`config.mk`:
```
export PLATFORM = sky130hd
export DESIGN_NAME = alu_issue_flat
export DESIGN_NICKNAME = d
export VERILOG_FILES = /design/src/rtl/alu_pkg.sv /design/src/rtl/alu_issue_if.sv /design/src/rtl/alu_req_fifo.sv /design/src/rtl/alu_issue.sv /design/src/flat_wrapper.sv
export SDC_FILE = /design/constraint.sdc
export NUM_CORES = 1
export LEC_CHECK = 0
export BUFFER_PORTS_ARGS = -buffer_cell sky130_fd_sc_hd__buf_2
export CAP_MARGIN = 20
export CORE_MARGIN = 5
export CORE_UTILIZATION = 31
export DETAILED_ROUTE_END_ITERATION = 16
export GPL_ROUTABILITY_DRIVEN = 0
export MAX_ROUTING_LAYER = met4
export PLACE_DENSITY = 0.55
export SLEW_MARGIN = 20
export SYNTH_ARGS = -nofsm -noshare
export SYNTH_HDL_FRONTEND = slang
export SYNTH_HIERARCHICAL = 1
export SYNTH_SLANG_ARGS = --single-unit
export TNS_END_PERCENT = 100
```
`constraint.sdc`:
```
create_clock -name clk -period 3.5 [get_ports clk]
set_clock_uncertainty 0.2 [all_clocks]
set_input_delay 0.35 -clock clk [delete_from_list [all_inputs] [get_ports clk]]
set_output_delay 0.35 -clock clk [all_outputs]
set_load 0.1 [all_outputs]
```
`src/rtl/alu_pkg.sv`:
```
// rtl/alu_pkg.sv - shared widths, opcodes and request entry for the ALU issue block
package alu_pkg;

    localparam int DATA_W = 32;

    localparam logic [2:0] OP_ADD = 3'd0;
    localparam logic [2:0] OP_SUB = 3'd1;
    localparam logic [2:0] OP_AND = 3'd2;
    localparam logic [2:0] OP_OR  = 3'd3;
    localparam logic [2:0] OP_SRL = 3'd4;
    localparam logic [2:0] OP_SRA = 3'd5;
    localparam logic [2:0] OP_UGT = 3'd6;
    localparam logic [2:0] OP_SGT = 3'd7;

    typedef struct packed {
        logic [DATA_W-1:0] a;
        logic [DATA_W-1:0] b;
        logic [2:0]        op;
    } alu_req_t;

    localparam int REQ_W = $bits(alu_req_t);

endpackage

```
`src/rtl/alu_issue_if.sv`:
```
// rtl/alu_issue_if.sv - request, ALU drive and response signals of the ALU issue block
interface alu_issue_if #(
    parameter int DATA_W = 32
);

    logic              req_valid;
    logic              req_ready;
    logic [DATA_W-1:0] req_a;
    logic [DATA_W-1:0] req_b;
    logic [2:0]        req_op;

    logic [DATA_W-1:0] alu_a;
    logic [DATA_W-1:0] alu_b;
    logic [2:0]        alu_op;
    logic [DATA_W-1:0] alu_c;

    logic              rsp_valid;
    logic              rsp_ready;
    logic [DATA_W-1:0] rsp_c;
    logic [2:0]        rsp_op;
    logic              rsp_zero;

    modport master (
        input  req_valid, req_a, req_b, req_op, alu_c, rsp_ready,
        output req_ready, alu_a, alu_b, alu_op, rsp_valid, rsp_c, rsp_op, rsp_zero
    );

    modport slave (
        output req_valid, req_a, req_b, req_op, alu_c, rsp_ready,
        input  req_ready, alu_a, alu_b, alu_op, rsp_valid, rsp_c, rsp_op, rsp_zero
    );

endinterface

```
`src/rtl/alu_req_fifo.sv`:
```
// rtl/alu_req_fifo.sv - in-order request FIFO with registered occupancy count
module alu_req_fifo #(
    parameter int DEPTH = 4,
    parameter int W     = 67
) (
    input  logic                   clk,
    input  logic                   rst_n,
    input  logic                   push_i,
    input  logic [W-1:0]           wdata_i,
    input  logic                   pop_i,
    output logic [W-1:0]           rdata_o,
    output logic [$clog2(DEPTH):0] count_o,
    output logic                   full_o,
    output logic                   empty_o
);

    localparam int AW = $clog2(DEPTH);
    localparam int CW = AW + 1;

    logic [W-1:0]  mem_q [DEPTH];
    logic [AW-1:0] wr_ptr_q, wr_ptr_d;
    logic [AW-1:0] rd_ptr_q, rd_ptr_d;
    logic [CW-1:0] count_q, count_d;
    logic          do_push, do_pop;

    assign full_o  = (count_q == CW'(DEPTH));
    assign empty_o = (count_q == '0);
    assign count_o = count_q;
    assign rdata_o = mem_q[rd_ptr_q];

    // Guarded here so callers may hold push/pop high regardless of state.
    assign do_push = push_i && !full_o;
    assign do_pop  = pop_i && !empty_o;

    always_comb begin
        wr_ptr_d = wr_ptr_q;
        rd_ptr_d = rd_ptr_q;
        count_d  = count_q + CW'(do_push) - CW'(do_pop);
        if (do_push) wr_ptr_d = wr_ptr_q + AW'(1);
        if (do_pop)  rd_ptr_d = rd_ptr_q + AW'(1);
    end

    always_ff @(posedge clk or negedge rst_n) begin
        if (!rst_n) begin
            wr_ptr_q <= '0;
            rd_ptr_q <= '0;
            count_q  <= '0;
        end else begin
            wr_ptr_q <= wr_ptr_d;
            rd_ptr_q <= rd_ptr_d;
            count_q  <= count_d;
        end
    end

    always_ff @(posedge clk) begin
        if (do_push) mem_q[wr_ptr_q] <= wdata_i;
    end

endmodule

```
`src/rtl/alu_issue.sv`:
```
// rtl/alu_issue.sv - queues ALU requests, drives the ALU from the head, registers results
module alu_issue
    import alu_pkg::*;
#(
    parameter int DATA_W = alu_pkg::DATA_W,
    parameter int DEPTH  = 4
) (
    input  logic        clk,
    input  logic        reset_n,
    alu_issue_if.master bus
);

    alu_req_t                wr_entry;
    alu_req_t                head;
    logic [REQ_W-1:0]        head_bits;
    logic [$clog2(DEPTH):0]  fifo_count;
    logic                    fifo_full;
    logic                    fifo_empty;
    logic                    cap;

    logic                    rsp_valid_q;
    logic [DATA_W-1:0]       rsp_c_q;
    logic [2:0]              rsp_op_q;
    logic                    rsp_zero_q;

    assign wr_entry = '{a: bus.req_a, b: bus.req_b, op: bus.req_op};
    assign head     = alu_req_t'(head_bits);

    // Capture whenever the response register is free or being drained this edge.
    assign cap = !fifo_empty && (!rsp_valid_q || bus.rsp_ready);

    alu_req_fifo #(
        .DEPTH (DEPTH),
        .W     (REQ_W)
    ) u_fifo (
        .clk     (clk),
        .rst_n   (reset_n),
        .push_i  (bus.req_valid),
        .wdata_i (wr_entry),
        .pop_i   (cap),
        .rdata_o (head_bits),
        .count_o (fifo_count),
        .full_o  (fifo_full),
        .empty_o (fifo_empty)
    );

    assign bus.req_ready = !fifo_full;
    assign bus.alu_a     = fifo_empty ? '0 : head.a;
    assign bus.alu_b     = fifo_empty ? '0 : head.b;
    assign bus.alu_op    = fifo_empty ? 3'd0 : head.op;

    always_ff @(posedge clk or negedge reset_n) begin
        if (!reset_n) begin
            rsp_valid_q <= 1'b0;
            rsp_c_q     <= '0;
            rsp_op_q    <= 3'd0;
            rsp_zero_q  <= 1'b0;
        end else if (cap) begin
            rsp_valid_q <= 1'b1;
            rsp_c_q     <= bus.alu_c;
            rsp_op_q    <= head.op;
            rsp_zero_q  <= (bus.alu_c == '0);
        end else if (rsp_valid_q && bus.rsp_ready) begin
            rsp_valid_q <= 1'b0;
        end
    end

    assign bus.rsp_valid = rsp_valid_q;
    assign bus.rsp_c     = rsp_c_q;
    assign bus.rsp_op    = rsp_op_q;
    assign bus.rsp_zero  = rsp_zero_q;

endmodule

```
`src/flat_wrapper.sv`:
```
// flat-port wrapper written by rule: the top's interface ports become plain ports
module alu_issue_flat import alu_pkg::*;
#(
    parameter int DATA_W = alu_pkg::DATA_W,
    parameter int DEPTH  = 4
)
  (clk, reset_n, bus_req_valid, bus_req_a, bus_req_b, bus_req_op, bus_alu_c, bus_rsp_ready, bus_req_ready, bus_alu_a, bus_alu_b, bus_alu_op, bus_rsp_valid, bus_rsp_c, bus_rsp_op, bus_rsp_zero);
  alu_issue_if #(.DATA_W(DATA_W)) bus_i ();
  input  logic clk;
  input  logic reset_n;
  input wire logic [$bits(bus_i.req_valid)-1:0] bus_req_valid;
  input wire logic [$bits(bus_i.req_a)-1:0] bus_req_a;
  input wire logic [$bits(bus_i.req_b)-1:0] bus_req_b;
  input wire logic [$bits(bus_i.req_op)-1:0] bus_req_op;
  input wire logic [$bits(bus_i.alu_c)-1:0] bus_alu_c;
  input wire logic [$bits(bus_i.rsp_ready)-1:0] bus_rsp_ready;
  output wire logic [$bits(bus_i.req_ready)-1:0] bus_req_ready;
  output wire logic [$bits(bus_i.alu_a)-1:0] bus_alu_a;
  output wire logic [$bits(bus_i.alu_b)-1:0] bus_alu_b;
  output wire logic [$bits(bus_i.alu_op)-1:0] bus_alu_op;
  output wire logic [$bits(bus_i.rsp_valid)-1:0] bus_rsp_valid;
  output wire logic [$bits(bus_i.rsp_c)-1:0] bus_rsp_c;
  output wire logic [$bits(bus_i.rsp_op)-1:0] bus_rsp_op;
  output wire logic [$bits(bus_i.rsp_zero)-1:0] bus_rsp_zero;
  assign bus_i.req_valid = bus_req_valid;
  assign bus_i.req_a = bus_req_a;
  assign bus_i.req_b = bus_req_b;
  assign bus_i.req_op = bus_req_op;
  assign bus_i.alu_c = bus_alu_c;
  assign bus_i.rsp_ready = bus_rsp_ready;
  assign bus_req_ready = bus_i.req_ready;
  assign bus_alu_a = bus_i.alu_a;
  assign bus_alu_b = bus_i.alu_b;
  assign bus_alu_op = bus_i.alu_op;
  assign bus_rsp_valid = bus_i.rsp_valid;
  assign bus_rsp_c = bus_i.rsp_c;
  assign bus_rsp_op = bus_i.rsp_op;
  assign bus_rsp_zero = bus_i.rsp_zero;
  alu_issue #(.DATA_W(DATA_W), .DEPTH(DEPTH)) u_core (.clk(clk), .reset_n(reset_n), .bus(bus_i));
endmodule
```
=== Word level (Yosys, flattened, before mapping) ===
Memories as Yosys holds them, arrays and structs flattened.
Index checks and enable logic that the tools add are counted.

* Muxes and demuxes: 7
* Shift operators: 0
* Bitwise operators: 0
* Magnitude comparators: 0
* Equal/unequal tests: 1
* Divide/modulo/power cells: 0
* Multipliers: 0
* Reductions and logical operators: 11
* Add/subtract/negate cells: 4

{| class="wikitable"
|+ Operators with widths
! operator !! number
|-
| two-way mux 32 bit || 2
|-
| logical NOT 32 bit || 1
|-
| adder 2 x 1 -> 2 bit (second input constant) || 2
|-
| logical AND 1 bit || 4
|-
| two-way mux 1 bit || 4
|-
| adder 3 x 1 -> 3 bit || 1
|-
| equality test 3 bit (second input constant) || 1
|-
| logical NOT 1 bit || 3
|-
| logical NOT 3 bit || 1
|-
| two-way mux 3 bit || 1
|-
| subtractor 3 x 1 -> 3 bit || 1
|-
| nonzero test 2 bit || 1
|-
| logical OR 1 bit || 1
|}

* Word-level logic and storage cells: 31
* Bits in writable memories: 268
* ROM bits: 0
* Register bits: 44
* Input bits: 103
* Bits in latches: 0
* Output and inout port bits: 105
* Memories kept: 1

{| class="wikitable"
|+ Memories
! name !! depth !! width !! rd ports !! clocked after Yosys merged registers in !! write ports !! RTL line !! source
|-
| u_core.u_fifo.mem_q || 4 || 67 || 1 || 0 || 1 || alu_req_fifo.sv:20 || <nowiki>logic [W-1:0] mem_q [DEPTH];</nowiki>
|}

=== Longest topological paths before layout ===
Gate-level depths: netlist of run 1.

* Depth in word-level cells: 5
* Mapped depth: 12
* Mapped depth without buffers: 10

=== Hierarchy ===
Netlist of run 1, hierarchy kept.

{| class="wikitable"
|+ By module, submodules not included
! module !! cells an instance !! times used !! seq. area each (um^2) !! area an instance (um^2)
|-
| alu_req_fifo || 392 || 1 || 8,222.9 || 10,142.2
|-
| alu_issue || 166 || 1 || 925.9 || 2,065.7
|}

=== Worst setup path after synthesis of run 1 ===
Ideal clock, no wire load.

* Path kind: reg-to-reg
* Start: reg u_core.rsp_valid_q (netlist: u_core/bus.rsp_valid)
* End: reg u_core.u_fifo.count_q[2] (netlist: u_core/u_fifo/count_o[2])
* Period minus slack after synthesis: 3,117 ps
* Required time: 3,177 ps
* Setup time: 123 ps
* Slack: 383 ps
* Buffers on the path: 1
* Stages on the path, launching flop included: 12
* Arrival: 2,794 ps
* Path through: dfrtp_1 -> nor2b_4 -> nor2_8 -> buf_6 -> o31ai_1 -> inv_1 -> ha_1 -> inv_1 -> ha_1 -> fa_1 -> xnor2_1 -> xnor2_1

* Word-level cells in the longest chain between the ends: 5

{| class="wikitable"
|+ RTL lines
! element !! RTL line !! source
|-
| from (decl) || alu_issue.sv:21 || <nowiki>logic rsp_valid_q;</nowiki>
|-
| from (signal assigned) || alu_issue.sv:54 || <nowiki>rsp_valid_q <= 1'b0;</nowiki>
|-
| from (signal assigned) || alu_issue.sv:59 || <nowiki>rsp_valid_q <= 1'b1;</nowiki>
|-
| from (signal assigned) || alu_issue.sv:64 || <nowiki>rsp_valid_q <= 1'b0;</nowiki>
|-
| logical NOT 1 bit || alu_issue.sv:30 || <nowiki>assign cap = !fifo_empty && (!rsp_valid_q || bus.rsp_ready);</nowiki>
|-
| logical OR 1 bit || alu_issue.sv:30 ||
|-
| logical AND 1 bit || alu_issue.sv:30 ||
|-
| net u_core.cap || alu_issue.sv:19 || <nowiki>logic cap;</nowiki>
|-
| logical AND 1 bit || alu_req_fifo.sv:33 || <nowiki>assign do_pop = pop_i && !empty_o;</nowiki>
|-
| net u_core.u_fifo.do_pop || alu_req_fifo.sv:24 || <nowiki>logic do_push, do_pop;</nowiki>
|-
| subtractor 3 x 1 -> 3 bit || alu_req_fifo.sv:38 || <nowiki>count_d = count_q + CW'(do_push) - CW'(do_pop);</nowiki>
|-
| net u_core.u_fifo.count_d[2] || alu_req_fifo.sv:23 || <nowiki>logic [CW-1:0] count_q, count_d;</nowiki>
|-
| to (signal assigned) || alu_req_fifo.sv:51 || <nowiki>count_q <= count_d;</nowiki>
|-
| to (decl) || alu_req_fifo.sv:23 ||
|}

The timed path passes the listed nets, and every way through them passes these cells.
A chain may end at the register's enable or synchronous reset.

==> impl_metrics.yaml, run 1 <==
global_route:
  grt_usage: 0.1310
  grt_pass1_vias: 7113
  grt_max_degree: 48
  antenna_found_initial: 2
  grt-ovfl-total: 0
  grt_pass1_wl_um: 43320
timing:
  rsz0062_at_grt: "no"
  fmax_ghz: 0.3183
  tightest_slew_ns: 0.6588
  final-max-slew-violation-count: 0
  min_period_ns: 3.142
  fin_tns_setup_ns: 0
  slew_headroom: 0.5608
  fin_crit_sh: 0.8977
  hold_violations: 0
  setup_viol: 0
cts:
  cts_tree: "built"
  cts_buffers: 37
  ctsLongestPathBuffers: 3
  cts_root_buffer: "clkbuf_16"
  hold_buffers: 102
  clk_pin_slew_ns: 0.06
  cts_resized: 0
  cts_max_level: 2
  clk_latency_ns: 0.53
  postCtsSetupRepairBufs: 0
  cts_sinks: 312
synth:
  synth_fp_nets: 668
  muxShareOfSynthArea: 0.1648
  synth-xor-area-share: 0.002870
  synth_fa_ha_area_frac: 0.007789
  seq_area_frac_synth: 0.7494
  ys_warn_count: 6
  synth_flop_cell: "edfxtp_1"
  synth_compound_area_frac: 0.003690
  ys_async_sr_fraction: 0.1410
  synth.cell_area_um2: 12210
  ys_types: 31
  synth_edf_count: 268
  synthSimpleGateAreaFrac: 0.05330
  synth_top_family_by_area: "multiplexers"
  synth_seq_cells: 312
  netlist_instances: 558
  syn_avg_cell_area_um2: 21.88
worst_setup_path:
  cp_slowest_cell: "dfrtp_4"
  worstPathArrival_ns: 2.59
  required_ns: 2.95
  crit_chain: "buf_4, mux4_2, nor2b_1, buf_2"
  startpoint_type: "flop"
  crit_buf_inv: 2
  path_class: "flop to primary output"
  ff2ff_setup_slack_ns: 0.88
  reg2reg_from: "u_core/u_fifo/count_o[1]"
  r2r_cells: 10
  r2r-end: "u_core/u_fifo/count_o[2]"
  cp_max_fo: 17
  cp-end-kind: "primary output"
  critPathTopFamily: "buffers and inverters"
  slowest_delay_ns: 0.68
route:
  first_iter_violations: 294
  drc_errors: 0
  routed_wl_um: 27860
  drtAntennaViolNets: 0
  wl_per_cell_um: 19.32
  vias: 6531
  detail_route.first_pass.iterations: 7
  via_per_inst: 4.529
final_layout:
  finish.utilization: 0.4169
  regArea_um2: 9156
  area_delta_synth_final_pct: 32.58
  drive_above_1_share: 0.4262
  layout_common_cells: "268 x edfxtp_1, 206 x buf_2, 102 x dlygate4sd3_1, 67 x nor2b_1, 67 x mux4_2"
  nets: 1006
  final_common_cell: "edfxtp_1"
  fillers: 3453
  multi_input_area_um2: 2858
  final_area_um2: 16190
floorplanning:
  dieWidth_um: 208.4
  initial_core_util: 0.3144
  ios: 208
  fp-row-count: 72
  design.die.area_um2: 43450
  coreArea_um2: 38830
  die_h_um: 208.4
placed_design:
  port_buffers: 207
  dp_hpwl_um: 16720
  place_area_um2: 13950
status:
  outcome: "finished, final reports clean"
run:
  cap_violations: 0
worst_hold_path:
  hold_path_class: "input pin to asynchronous set/reset pin"
[state kept, by name (all words and copies together), names as in the netlist]
register,count
u_core/u_fifo/mem_q,268
u_core/u_fifo/wr_ptr_q,2
u_core/bus.rsp_c,32
u_core/bus.rsp_valid,1
u_core/u_fifo/count_o,3
u_core/bus.rsp_zero,1
u_core/bus.rsp_op,3
u_core/u_fifo/rd_ptr_q,2
[cells in the mapped netlist (5+ instances only)]
| cell type | n | share of area |
|---|---|---|
| edfxtp_1 | 268 | 0.66 |
| dfrtp_1 | 44 | 0.090 |
| buf_6 | 5 | 0.0046 |
| buf_2 | 7 | 0.0029 |
| inv_1 | 7 | 0.0022 |
| clkbuf_1 | 9 | 0.0028 |
| mux2_2 | 6 | 0.0055 |
| nand2b_1 | 5 | 0.0026 |
| mux2_4 | 29 | 0.036 |
| mux4_2 | 67 | 0.12 |
| ha_1 | 6 | 0.0061 |
| nor2b_1 | 67 | 0.034 |
[layout make-up]
cell class	count	share of cell area
well taps	518	0.04004
clock inverters	19	0.01384
diodes	2	0.0003092
repair buffers	326	0.1413
inverters	7	0.001623
multi-input cells	212	0.1766
flip-flops and latches	312	0.5657
clock buffers	46	0.06061
[per-stage QoR]
step	setup WS, ns	std cells	hold slack, ns
6_report	0.3582	1442	0.1877
5_1_grt	0.2225	1442	0.2296
4_1_cts	0.2759	1440	0.3046
3_5_place_dp	0.8601	1273	0.2891
3_3_place_gp	0.8587	1273	0.2867
2_1_floorplan	0.3833	558	-0.1456
[routing by layer]
layer	vias to the layer above	part of all wire	track usage
met5	-	0	-
met3	53	0.060	0.03163
met1	3341	0.45	0.1746
met2	208	0.47	0.1988
met4	0	0.021	0.04417
li1	2929	-	-
[worst register-to-register path, cell delays in order (launching register included)]
cell and delay (ns):
dfrtp_1 0.44, nor3_2 0.44, nor2_8 0.06, o31ai_1 0.11, inv_1 0.09, ha_1 0.28
inv_1 0.04, ha_1 0.19, fa_1 0.40, xnor2_1 0.14, xnor2_1 0.13
[cell families (layout without fill, tap and decap cells)]
| logic type | Yosys count | count (layout) |
|---|---|---|
| DFF | 312 | 312 |
| muxes | 102 | 102 |
| and+or+nand+nor | 93 | 93 |
| buffers and inverters | 34 | 398 |
| adders and majority gates | 7 | 7 |
| AOI/OAI and AO/OA | 6 | 6 |
| xor gates and xnor gates | 4 | 4 |
| other | 0 | 2 |
[how the worst max path moves through the flow]
| stage | cells past startpoint | startpoint | end | slack (ns) |
|---|---|---|---|---|
| after detailed placement | 4 | u_core/u_fifo/rd_ptr_q[0] | bus_alu_b[10] | 0.86 |
| after CTS | 4 | u_core/u_fifo/rd_ptr_q[0] | bus_alu_b[10] | 0.28 |
| final | 4 | u_core/u_fifo/rd_ptr_q[0] | bus_alu_b[10] | 0.36 |
| after global placement | 4 | u_core/u_fifo/rd_ptr_q[0] | bus_alu_b[9] | 0.86 |
| after floorplan | 11 | u_core/bus.rsp_valid | u_core/u_fifo/count_o[2] | 0.38 |
| after global routing | 4 | u_core/u_fifo/rd_ptr_q[0] | bus_alu_b[6] | 0.22 |
Power of run 1 is not shown: default switching activity piles up to over one toggle a cycle in this logic, so the estimate is an artifact.
==> run 2, diff against run 1 <==
SYNTH_HIERARCHICAL = not set   (was 1)
==> impl_metrics.yaml, run 2 <==
status:
  outcome: "finished, final reports clean"
route:
  drtAntennaViolNets: 0
  routed_wl_um: 26160
  vias: 6340
  first_iter_violations: 329
  drc_errors: 0
  via_per_inst: 4.446
  wl_per_cell_um: 18.35
  detail_route.first_pass.iterations: 4
floorplanning:
  die_h_um: 207.2
  fp-row-count: 72
  coreArea_um2: 38560
  dieWidth_um: 207.2
  initial_core_util: 0.3125
  design.die.area_um2: 42910
  ios: 208
timing:
  slew_headroom: 0.4985
  fmax_ghz: 0.3166
  holdWs_ns: 0.08530
  tightest_slew_ns: 0.7523
  min_period_ns: 3.158
  hold_violations: 0
  fin_tns_setup_ns: 0
  rsz0062_at_grt: "no"
  fin_crit_sh: 0.9024
  final-max-slew-violation-count: 0
  setup_viol: 0
global_route:
  grt-ovfl-total: 0
  antenna_found_initial: 2
  grt_pass1_wl_um: 41540
  grt_usage: 0.1263
  grt_pass1_vias: 7080
  grt_busiest_layer: "met2"
  grt_max_degree: 71
  met2_usage: 0.2023
  use_met1: 0.1585
  grtUsageMet3: 0.03162
final_layout:
  nets: 992
  layout_common_cells: "268 x edfxtp_1, 206 x buf_2, 100 x dlygate4sd3_1, 68 x and2_1, 67 x mux4_2"
  final_common_cell: "edfxtp_1"
  largest_reg_flops: 268
  top_register: "u_core.u_fifo.mem_q"
  fillers: 3517
  final_area_um2: 15920
  finish.utilization: 0.4129
  area_delta_synth_final_pct: 32.13
  drive_above_1_share: 0.4117
placed_design:
  dp_hpwl_um: 15630
  place_area_um2: 13710
  port_buffers: 207
synth:
  synth_fp_nets: 662
  synth_seq_cells: 312
  synth_flop_cell: "edfxtp_1"
  seq_area_frac_synth: 0.7593
  ys_warn_count: 0
  yosysMostFrequentCell: "edfxtp_1"
  yosysTopAreaCellShare: 0.6679
  ys_types: 27
  synth_top_cell_by_area: "edfxtp_1"
  netlist_instances: 552
  synth.area.top_cells: "edfxtp_1 67%, mux4_2 13%, dfrtp_1 9.1%, and2_1 3.5%, mux2_2 1.8%"
  ys_async_sr_fraction: 0.1410
  synth_edf_count: 268
  syn_avg_cell_area_um2: 21.83
  synth_common_cells: "268 x edfxtp_1, 68 x and2_1, 67 x mux4_2, 44 x dfrtp_1, 19 x mux2_2"
  synth.cell_area_um2: 12050
cts:
  ctsLongestPathBuffers: 3
  cts_resized: 0
  cts_sinks: 312
  cts_root_buffer: "clkbuf_16"
  cts_buffers: 36
  cts_max_level: 2
  postCtsSetupRepairBufs: 0
  cts_tree: "built"
  clk_pin_slew_ns: 0.06
  clk_latency_ns: 0.52
worst_hold_path:
  hp-start: "bus_rsp_ready"
  hold_path_class: "input pin to flop"
  whs_path_depth: 3
  worstHoldEndpoint: "u_core.bus.rsp_valid"
worst_setup_path:
  startpoint_type: "flop"
  cp_max_fo: 21
  reg2reg_from: "u_core.u_fifo.count_o[0]"
  ff2ff_setup_slack_ns: 0.95
  required_ns: 2.95
  cp-end-kind: "primary output"
  worstPathArrival_ns: 2.61
  r2r-end: "u_core.u_fifo.count_o[2]"
  r2r_cells: 9
  path_class: "flop to primary output"
run:
  cap_violations: 0
==> run 2: cell type report <==
| type | instances | area (um2) | share of cell area |
|---|---|---|---|
| inverter | 7 | 26.28 | 0.001650 |
| clock buffer | 44 | 962.2 | 0.06044 |
| multi-input combinational | 205 | 2686 | 0.1687 |
| timing repair buffer | 320 | 2200 | 0.1382 |
| clock inverter | 18 | 236.5 | 0.01485 |
| sequential | 312 | 9156 | 0.5751 |
| tap | 518 | 648.1 | 0.04071 |
| antenna | 2 | 5.005 | 0.0003144 |
==> run 2: worst max-delay path, stage by stage, from the launching register on <==
cell and delay, ns:
dfrtp_4 0.74, buf_4 0.35, mux4_2 0.53, and2_1 0.17
buf_2 0.29
==> run 2: layer usage <==
layer | vias to the layer above | wire (um)
met3 | 51 | 1258
met1 | 3253 | 11420
met5 | - | 0
met4 | 0 | 626
li1 | 2872 | -
met2 | 164 | 12860
==> run 2: repair_timing <==
action | CTS | global route
endpoints found under the hold margin | 345 | 0
hold buffers | 100 | 0
endpoints found under the setup margin | 0 | 0
==> run 2: worst max path at each step <==
stage,to,cells after the start,slack (ns),startpoint
after floorplan,u_core.u_fifo.count_o[2],11,0.44,u_core.bus.rsp_valid
after global placement,bus_alu_b[18],4,0.81,u_core.u_fifo.rd_ptr_q[0]
after detailed placement,bus_alu_a[30],4,0.80,u_core.u_fifo.rd_ptr_q[0]
after CTS,bus_alu_a[30],4,0.22,u_core.u_fifo.rd_ptr_q[0]
after global routing,bus_alu_a[8],4,0.13,u_core.u_fifo.rd_ptr_q[0]
final,bus_alu_a[30],4,0.34,u_core.u_fifo.rd_ptr_q[0]
==> run 2: through the flow <==
stage / std cells / setup WS (ns)
4_1_cts: 1424 / 0.2249
3_3_place_gp: 1262 / 0.8084
6_report: 1426 / 0.3417
5_1_grt: 1426 / 0.1334
3_5_place_dp: 1262 / 0.8046
2_1_floorplan: 552 / 0.4445
==> run 2: kinds of logic after synthesis <==
| logic type | after synthesis | share of synthesized area |
|---|---|---|
| flip-flops | 312 | 0.7593 |
| multiplexers | 103 | 0.1620 |
| AND/OR/NAND/NOR | 88 | 0.04621 |
| buffers and inverters | 35 | 0.01952 |
| adder cells (fa/ha/maj) | 7 | 0.007892 |
| XOR/XNOR | 5 | 0.003634 |
| AO/OA/AOI/OAI | 2 | 0.001454 |
Power of run 2 is left out for the same reason.
==> run 3, diff against run 2 <==
--- a/config.mk
+++ b/config.mk
@@ -14,3 +14,3 @@
 export MAX_ROUTING_LAYER = met4
-export PLACE_DENSITY = 0.55
+export PLACE_DENSITY_LB_ADDON = 0.1
 export SLEW_MARGIN = 20
==> constraint.sdc (replaced) <==
create_clock -name clk -period 3.5 [get_ports clk]
set_clock_uncertainty 0.2 [all_clocks]
set_input_delay 0.525 -clock clk [delete_from_list [all_inputs] [get_ports clk]]
set_output_delay 0.525 -clock clk [all_outputs]
set_load 0.1 [all_outputs]
==> impl_metrics.yaml, run 3 (synthesis gave the netlist of run 2 again) <==
worst_setup_path:
  critPathLaunch: "u_core.u_fifo.rd_ptr_q[0]"
  required_ns: 2.77
  cp-end-kind: "primary output"
  cp_slowest_cell: "dfrtp_4"
  r2r_cells: 9
  cp_max_fo: 18
  critPathCapture: "bus_alu_a[18]"
  crit_buf_inv: 2
  reg2reg_from: "u_core.u_fifo.count_o[0]"
  critPathTopFamily: "flip-flops"
  worstPathArrival_ns: 2.55
  path_class: "flop to primary output"
  ff2ff_setup_slack_ns: 0.94
  r2r-end: "u_core.u_fifo.count_o[2]"
  crit_chain: "buf_4, mux4_2, and2_1, buf_2"
  startpoint_type: "flop"
  slowest_delay_ns: 0.68
  cp.depth: 4
floorplanning:
  ios: 208
  dieWidth_um: 207.2
  coreArea_um2: 38560
  fp-row-count: 72
  die_h_um: 207.2
  initial_core_util: 0.3125
  design.die.area_um2: 42910
cts:
  cts_tree: "built"
  clk_pin_slew_ns: 0.05
  cts_max_level: 2
  clk_latency_ns: 0.52
  cts_buffers: 37
  cts_sinks: 312
  ctsLongestPathBuffers: 3
  cts_root_buffer: "clkbuf_16"
route:
  vias: 6199
  first_iter_violations: 226
  drtAntennaViolNets: 0
  detail_route.first_pass.iterations: 4
  via_per_inst: 4.441
  routed_wl_um: 27210
  drc_errors: 0
  wl_per_cell_um: 19.49
timing:
  fmax_ghz: 0.3056
  slew_headroom: 0.6179
  min_period_ns: 3.272
  hold_violations: 0
  final-max-slew-violation-count: 0
  tightest_slew_ns: 0.5732
  fin_crit_sh: 0.9350
  setup_viol: 0
  rsz0062_at_grt: "no"
  fin_tns_setup_ns: 0
final_layout:
  fillers: 3597
  area_delta_synth_final_pct: 28.99
  layout_common_cells: "268 x edfxtp_1, 206 x buf_2, 68 x and2_1, 67 x mux4_2, 65 x dlygate4sd3_1"
  largest_reg_flops: 268
  drive_above_1_share: 0.4292
  top_register: "u_core.u_fifo.mem_q"
  final_area_um2: 15540
  final_common_cell: "edfxtp_1"
  nets: 958
global_route:
  grt-ovfl-total: 0
  antenna_found_initial: 3
  grt_max_degree: 47
  grt_usage: 0.1314
  grt_pass1_vias: 7223
  grt_pass1_wl_um: 42790
run:
  cap_violations: 0
placed_design:
  port_buffers: 207
  dp_hpwl_um: 16990
  place_area_um2: 13740
worst_hold_path:
  hold_path_class: "input pin to flop"
status:
  outcome: "finished, final reports clean"
run 3: cell types whose count changed in the layout (fill, tap and decap cells not counted), sizes merged:
cell / delta
dlygate4sd3: -35
clkbuf: +8
bufinv: -5
clkinv: +3
clkinvlp: -1
run 3: layer usage:
layer / up-vias / track usage / wire length (um)
met5: - / - / 0
met3: 26 / 0.03192 / 1374
met4: 0 / 0.03944 / 407
li1: 2811 / - / -
met1: 3195 / 0.1640 / 11680
met2: 167 / 0.2144 / 13740
run 3: area by class of cell:
type,count,area [um2],area share
diodes,2,5.005,0.0003220
repair buffers,285,1874,0.1206
clock inverters,15,101.3,0.006521
multi-input cells,205,2686,0.1728
well taps,518,648.1,0.04170
inverters,7,26.28,0.001691
flip-flops and latches,312,9156,0.5891
clock buffers,52,1045,0.06722
run 3: stage by stage:
step	utilization	std cells	hold slack (ns)	worst slack [ns]
after global routing	0.4031	1396	0.01174	0.04417
after detailed placement	0.3563	1262	0.2805	0.6673
final	0.4031	1396	0.03499	0.2275
after floorplan	-	552	0.02941	0.4445
after CTS	0.4029	1394	0.0007893	0.07746
after global placement	0.3563	1262	0.2695	0.7133
run 3: what timing repair did:
item | 4_1_cts | 5_1_grt
resized for setup | 0 | 0
endpoints found under the hold margin | 294 | 0
hold buffers | 65 | 0
setup buffers | 0 | 0
run 3: how the worst min path moves through the flow:
stage / start / end / slack, ns / cells after the start
2_1_floorplan: reset_n / u_core.bus.rsp_c[0] / 0.03 / 0
3_3_place_gp: u_core.bus.rsp_c[28] / u_core.bus.rsp_c[28] / 0.27 / 1
3_5_place_dp: u_core.bus.rsp_c[28] / u_core.bus.rsp_c[28] / 0.28 / 1
4_1_cts: bus_req_a[15] / u_core.u_fifo.mem_q[1][50] / 0.0008 / 1
5_1_grt: bus_req_b[11] / u_core.u_fifo.mem_q[2][14] / 0.01 / 1
6_report: bus_req_a[15] / u_core.u_fifo.mem_q[2][50] / 0.03 / 1
run 3: worst register-to-register path, stage by stage, from the launching register on:
cell     delay, ns
dfrtp_1       0.39
or3_2         0.57
nand2_4       0.09
inv_1         0.05
ha_1          0.26
inv_1         0.04
ha_1          0.18
fa_1          0.41
xnor2_1       0.18
xnor2_1       0.13
Power of run 3 is left out for the same reason.
